### config.mk
export PLATFORM = sky130hd
export DESIGN_NAME = tens_comp_seq_flat
export DESIGN_NICKNAME = d
export VERILOG_FILES = /design/src/rtl/tens_comp_seq_if.sv /design/src/rtl/tens_comp_seq.sv /design/src/flat_wrapper.sv
export SDC_FILE = /design/constraint.sdc
export NUM_CORES = 1
export LEC_CHECK = 0
export ABC_AREA = 1
export CAP_MARGIN = 15
export CORE_MARGIN = 3
export CORE_UTILIZATION = 46
export CTS_CLUSTER_SIZE = 20
export DETAILED_ROUTE_END_ITERATION = 8
export PLACE_DENSITY_LB_ADDON = 0.2
export SYNTH_ARGS = -nofsm -noshare
export SYNTH_HDL_FRONTEND = slang
export SYNTH_SLANG_ARGS = --single-unit
### constraint.sdc
create_clock -name clk -period 3.2 [get_ports clk]
set_input_delay 0.64 -clock clk [delete_from_list [all_inputs] [get_ports clk]]
set_output_delay 0.64 -clock clk [all_outputs]
set_load 0.005 [all_outputs]
### src/rtl/tens_comp_seq_if.sv
// Operand/result bundle for tens_comp_seq: requester drives start/sub/a/b, the adder returns
// busy/done/result/ovf/err.
interface tens_comp_seq_if;
  logic        start;
  logic        sub;
  logic [15:0] a;
  logic [15:0] b;
  logic        busy;
  logic        done;
  logic [15:0] result;
  logic        ovf;
  logic        err;

  modport master (output start, sub, a, b, input busy, done, result, ovf, err);
  modport slave  (input start, sub, a, b, output busy, done, result, ovf, err);
endinterface

### src/rtl/tens_comp_seq.sv
// 4-digit BCD ten's-complement add/subtract using one digit adder, LSD first, 5-cycle latency.
// Optional operand digit check enabled by defining TENS_COMP_BCD_CHECK_EN.
module tens_comp_seq (
  input logic            clk,
  input logic            clr,
  tens_comp_seq_if.slave bus
);

  typedef enum logic [1:0] {StIdle, StAdd, StDone} state_e;

  state_e      state_q, state_d;
  logic [1:0]  cnt_q, cnt_d;
  logic        carry_q, carry_d;
  logic        sub_q, sub_d;
  logic [15:0] a_q, a_d, b_q, b_d, res_q, res_d;
  logic        ovf_q, ovf_d, err_q, err_d;

  logic [3:0]  dig_a, dig_b, dig_bp, dig_sum;
  logic [4:0]  dig_raw;
  logic        dig_c, dig_co;
  logic        a_neg, b_neg, r_neg, ovf_calc;
  logic        bad_digit;

  // The single shared digit adder; carry-in of the LSD is the latched sub (ten's complement +1).
  assign dig_a   = a_q[{cnt_q, 2'b00} +: 4];
  assign dig_b   = b_q[{cnt_q, 2'b00} +: 4];
  assign dig_bp  = sub_q ? (4'd9 - dig_b) : dig_b;
  assign dig_c   = (cnt_q == 2'd0) ? sub_q : carry_q;
  assign dig_raw = {1'b0, dig_a} + {1'b0, dig_bp} + {4'b0000, dig_c};
  assign dig_co  = (dig_raw > 5'd9);
  assign dig_sum = dig_co ? (dig_raw[3:0] - 4'd10) : dig_raw[3:0];

  // Only meaningful while the MSD is in the adder (cnt_q == 3).
  assign a_neg    = (a_q[15:12] >= 4'd5);
  assign b_neg    = (b_q[15:12] >= 4'd5);
  assign r_neg    = (dig_sum >= 4'd5);
  assign ovf_calc = sub_q ? ((!a_neg && b_neg && r_neg) || (a_neg && !b_neg && !r_neg))
                          : ((!a_neg && !b_neg && r_neg) || (a_neg && b_neg && !r_neg));

`ifdef TENS_COMP_BCD_CHECK_EN
  always_comb begin
    bad_digit = 1'b0;
    for (int i = 0; i < 4; i++) begin
      if ((bus.a[4*i +: 4] > 4'd9) || (bus.b[4*i +: 4] > 4'd9)) begin
        bad_digit = 1'b1;
      end
    end
  end
`else
  assign bad_digit = 1'b0;
`endif

  always_comb begin
    state_d = state_q;
    cnt_d   = cnt_q;
    carry_d = carry_q;
    sub_d   = sub_q;
    a_d     = a_q;
    b_d     = b_q;
    res_d   = res_q;
    ovf_d   = ovf_q;
    err_d   = err_q;
    case (state_q)
      StIdle: begin
        if (bus.start) begin
          a_d     = bus.a;
          b_d     = bus.b;
          sub_d   = bus.sub;
          carry_d = 1'b0;
          cnt_d   = 2'd0;
          res_d   = 16'h0000;
          ovf_d   = 1'b0;
          err_d   = bad_digit;
          state_d = bad_digit ? StDone : StAdd;
        end
      end
      StAdd: begin
        res_d[{cnt_q, 2'b00} +: 4] = dig_sum;
        carry_d = dig_co;
        cnt_d   = cnt_q + 2'd1;
        if (cnt_q == 2'd3) begin
          ovf_d   = ovf_calc;
          state_d = StDone;
        end
      end
      StDone:  state_d = StIdle;
      default: state_d = StIdle;
    endcase
  end

  always_ff @(posedge clk) begin
    if (clr) begin
      state_q <= StIdle;
      cnt_q   <= 2'd0;
      carry_q <= 1'b0;
      sub_q   <= 1'b0;
      a_q     <= 16'h0000;
      b_q     <= 16'h0000;
      res_q   <= 16'h0000;
      ovf_q   <= 1'b0;
      err_q   <= 1'b0;
    end else begin
      state_q <= state_d;
      cnt_q   <= cnt_d;
      carry_q <= carry_d;
      sub_q   <= sub_d;
      a_q     <= a_d;
      b_q     <= b_d;
      res_q   <= res_d;
      ovf_q   <= ovf_d;
      err_q   <= err_d;
    end
  end

  assign bus.busy   = (state_q == StAdd);
  assign bus.done   = (state_q == StDone);
  assign bus.result = res_q;
  assign bus.ovf    = ovf_q;
  assign bus.err    = err_q;

endmodule
### src/flat_wrapper.sv
// flat-port wrapper written by rule: the top's interface ports become plain ports
module tens_comp_seq_flat 
  (clk, clr, bus_start, bus_sub, bus_a, bus_b, bus_busy, bus_done, bus_result, bus_ovf, bus_err);
  tens_comp_seq_if bus_i ();
  input logic clk;
  input logic clr;
  input wire logic [$bits(bus_i.start)-1:0] bus_start;
  input wire logic [$bits(bus_i.sub)-1:0] bus_sub;
  input wire logic [$bits(bus_i.a)-1:0] bus_a;
  input wire logic [$bits(bus_i.b)-1:0] bus_b;
  output wire logic [$bits(bus_i.busy)-1:0] bus_busy;
  output wire logic [$bits(bus_i.done)-1:0] bus_done;
  output wire logic [$bits(bus_i.result)-1:0] bus_result;
  output wire logic [$bits(bus_i.ovf)-1:0] bus_ovf;
  output wire logic [$bits(bus_i.err)-1:0] bus_err;
  assign bus_i.start = bus_start;
  assign bus_i.sub = bus_sub;
  assign bus_i.a = bus_a;
  assign bus_i.b = bus_b;
  assign bus_busy = bus_i.busy;
  assign bus_done = bus_i.done;
  assign bus_result = bus_i.result;
  assign bus_ovf = bus_i.ovf;
  assign bus_err = bus_i.err;
  tens_comp_seq u_core (.clk(clk), .clr(clr), .bus(bus_i));
endmodule
==> results of run 1 <==
==> what timing repair did <==
item | in CTS | in global routing
pin swaps | 0 | 20
setup buffers | 0 | 7
gates resized for setup | 3 | 40
hold buffers | 0 | 0
setup endpoints to repair | 4 | 13
cloned | 0 | 0
==> state kept, by name (all words and copies together), names as in the netlist <==
| register | cells |
|---|---|
| u_core.state_q | 2 |
| u_core.a_q | 16 |
| u_core.bus.result | 16 |
| u_core.bus.ovf | 1 |
| u_core.b_q | 16 |
| u_core.carry_q | 1 |
| u_core.cnt_q | 2 |
| u_core.sub_q | 1 |
==> worst min-delay path by stage <==
stage                                from                    end  slack [ns]  cells past startpoint
finish               u_core.bus.result[2]   u_core.bus.result[2]        0.47                      2
global route         u_core.bus.result[9]   u_core.bus.result[9]        0.50                      2
CTS                 u_core.bus.result[11]  u_core.bus.result[11]        0.47                      2
detailed placement  u_core.bus.result[11]  u_core.bus.result[11]        0.45                      2
global placement     u_core.bus.result[0]   u_core.bus.result[0]        0.45                      2
floorplan                  u_core.b_q[14]         u_core.b_q[14]        0.44                      2
==> area by class of cell <==
cell class	count	area, µm²
multi-input combinational	279	1548
fill	526	1953
sequential	55	1109
clock buffer	6	72.57
tap	72	90.09
inverter	33	128.9
clock inverter	2	12.51
timing repair buffer	74	694.4
==> per-stage QoR <==
stage | power (W) | cell area (µm²) | cells
3_3_place_gp | 0.001353 | 3376 | 506
5_1_grt | 0.002100 | 3655 | 521
6_report | 0.001969 | 3655 | 521
2_1_floorplan | 0.001210 | 2730 | 385
4_1_cts | 0.001746 | 3462 | 514
3_5_place_dp | 0.001373 | 3376 | 506
==> cell families (layout without fill, tap and decap cells) <==
family | after synthesis | in the layout | share of synthesized area [%]
xor gates and xnor gates | 3 | 3 | 0.9639
adders and majority gates | 11 | 11 | 5.599
buffers and inverters | 51 | 115 | 7.435
and+or+nand+nor | 168 | 168 | 26.71
other | 1 | 1 | 0.1375
AOI/OAI and AO/OA | 96 | 96 | 18.77
DFF | 55 | 55 | 40.39
==> report_power, final <==
group	internal, W	switching [W]
Clock	0.000154	0.000228
Combinational	0.000346	0.000484
Sequential	0.000729	0.0000294
==> per-layer routing <==
metal	vias up	global-route usage (%)	wire length, µm
li1	1364	-	-
met1	1228	26.34	3194
met2	50	32.43	3300
met3	8	3.671	294
met4	0	4.903	95
met5	-	0	0
==> layout by cell type (no fill, tap or decap), types with 2 or more instances in the layout <==
master | Yosys | final
inv_1 | 30 | 26
dfxtp_1 | 55 | 53
nand3_4 | 0 | 2
dfxtp_4 | 0 | 2
buf_4 | 1 | 19
fa_2 | 0 | 2
nand3_1 | 13 | 9
o21ai_0 | 47 | 43
inv_4 | 0 | 2
nand2_2 | 10 | 10
clkbuf_8 | 0 | 5
a21oi_2 | 2 | 4
clkdlybuf4s50_1 | 0 | 54
inv_2 | 3 | 5
o22ai_1 | 2 | 2
o21ai_2 | 0 | 2
xor2_1 | 2 | 2
nor2_2 | 4 | 3
ha_1 | 9 | 8
o21ai_1 | 1 | 3
nand2_4 | 1 | 7
a21oi_1 | 41 | 39
nand3_2 | 4 | 6
nor2_1 | 70 | 70
nand2_1 | 62 | 56
==> critical path: stages, from the launching register on <==
cell and delay, ns:
dfxtp_4 0.37, inv_4 0.08, buf_6 0.13, nand2_4 0.04, a32oi_2 0.20, inv_1 0.07, ha_1 0.29, nand2_1 0.07
o21ai_1 0.07, ha_1 0.37, inv_2 0.06, nand2_2 0.08, nand2_4 0.07, ha_4 0.16, nand2_1 0.06, a21boi_2 0.17
nand2_2 0.10, nand2_4 0.13, nand3_4 0.09, nand2_4 0.11, nand2_2 0.06, nand2_2 0.07, nand3_2 0.08, a21oi_2 0.15
==> results.md, run 1 <==
- The run finished with clean final reports.
- The global-route congestion overflow total is 0.
- In the post-synthesis netlist, the biggest area contributors are dfxtp_1, nor2_1, o21ai_0.
- The end point of the critical path is u_core.bus.ovf.
- The H-tree depth is 2.
- The first-pass GRT wire length is 11.25 mm.
- 0 antenna diodes ended up in the layout.
- Once detail routing completed, the nets flagged for antenna violations numbered 0.
- The total negative slack is 0 ns.
- The data arrival at the endpoint of the critical path is 3.40 ns.
- Across the routed clock network, the largest skew measured is 0.005981 ns.
- The half-perimeter wire length of the detailed placement result is 4.939 mm.
- The highest achievable clock rate is 317.8 MHz.
- The power per cell area is 538.7 nW/µm².
- The worst setup slack before clock tree synthesis is -0.01226 ns.
- The predominant post-synthesis flop cell is dfxtp_1.
- Dividing the final minimum period by the clock period gives 98.33%.
- The number of nets produced by synthesis is 432.
- The average instance area after synthesis is 7.081 µm².
- The core region is 5608 µm².
- During synthesis, Yosys emitted a total of 0 warnings.
- The worst pin sits at a relative slew slack of 48.66%.
- Setup repair after global routing could not meet its margin everywhere.
- The top cell type by area accounts for 40.39% of the synthesized area.
- The maximum vdd drop is 0.0002361 V.
- STA classifies the critical path startpoint as a register.
- The mapped netlist covers 2726 µm².
- The largest buffer count on any clock path is 2.
- After detailed routing, the average wire length per cell comes to 13.21 µm.
- The number of antenna violations at the first check in global routing was 0.
- In this run the critical register-to-register path is launched from u_core.cnt_q[0].
- The die is 82.99 µm tall.
- The worst min-delay path class is reg -> reg.
- The launching instance or port of the critical path is u_core.cnt_q[0].
- The final-report max-slew violation count came to 0.
- For this configuration, the core starts out at a cell density of 48.62%.
- Setup violations remaining at the end of the flow were counted as 0.
- The cell at the root of the clock tree is clkbuf_8.
- The sink count of the clock tree is 55.
- The most common cell in the synthesized netlist is nor2_1.
- From synthesis to final layout, the design area changed by 34.05%.
- The number of DRC violations after detailed routing is 0.
- The number of vias after detailed routing is 2650.
- The aggregate global-route resource usage is 19.60%.
- The CTS tree is built.
- The clock edge transition at the registers on the reported setup and hold paths is 0.10 ns.
- Clock latency on the worst-skew pair, taken at its later pin, is 0.31 ns.
- The number of clock buffers added by TritonCTS is 5.
- The overall die width is 82.99 µm.
- The final period demand of the worst path is 3.147 ns.
- The ratio of cells with drive above 1 in the final layout is 17.37%.
- The commonest cells after synthesis are nor2_1, nand2_1, dfxtp_1.
- For this run, the share of the core covered by cells in the final layout is 65.17%.
- The number of enable flip-flop cells after synthesis is 0.
- In this run, the number of DRC markers left after iteration 0 of detailed routing was 149.
- For the pin with the worst max-slew slack, the measured transition is 0.7692 ns.
- The worst path setup slack after routing is 0.05333 ns.
- The post-synthesis cell count is 385.
- The endpoint identified for the worst register-to-register timing path is u_core.bus.ovf.
- The number of global-route vias before repair is 2466.
- The critical path required time is 3.45 ns.
- The die area is 6887 µm².
- The hold violation total from the final report is 0.
- Across all register-to-register paths, the minimum setup slack is 0.05 ns.
- After floorplanning, the core was divided into 27 placement rows.
- In this run the tool buffered the top-level ports with 54 buffer cells.
- The library cell occupying the most area in the post-synthesis netlist is dfxtp_1.
- The routed via count divided by cell count is 5.086.
- Across the run, the number of max-cap violations was 0.
- The number of iterations in the first detailed-routing pass is 4.
- For this run, asynchronously set or reset flops after synthesis account for 0%.
- The total routed wirelength is 6.884 mm.
- Synthesis inferred 55 register bits.
- At the end of the flow, the number of nets in the layout was 495.
- The leakage power of the design is 1.469 nW.
- Pin placement for this block handled 56 I/O pins.
- The path depth of the worst reg2reg path is 23.
- The worst setup path is captured at a register.
- The number of different library cells used by synthesis comes to 31.
- The final estimated routing congestion in global placement is 0.8443.
- The critical path class is reg -> reg.
- The pin count of the biggest net entering global routing is 42.
- In this run the worst path has a maximum fanout of 8.
- After synthesis, flip-flops and latches occupy 40.39% of the total area.
- Final hold analysis gives a worst-case slack of 0.4674 ns.
No activity file was read; power rests on OpenSTA's default activity.
==> inputs of run 2 (changes only) <==
--- a/config.mk
+++ b/config.mk
@@ -10,5 +10,4 @@
 export CORE_MARGIN = 3
 export CORE_UTILIZATION = 46
-export CTS_CLUSTER_SIZE = 20
 export DETAILED_ROUTE_END_ITERATION = 8
 export PLACE_DENSITY_LB_ADDON = 0.2
==> constraint.sdc (replaced) <==
create_clock -name clk -period 3.2 [get_ports clk]
set_input_delay 0.64 -clock clk [delete_from_list [all_inputs] [get_ports clk]]
set_output_delay 0.64 -clock clk [all_outputs]
set_load 0.05 [all_outputs]
==> results of run 2 <==
Same layout as run 1 (identical final DEF). Status: finished clean.
Among the figures that moved: total power 0.001969 W -> 0.001992 W; worst IR drop on VDD 0.0002361 V -> 0.0002407 V
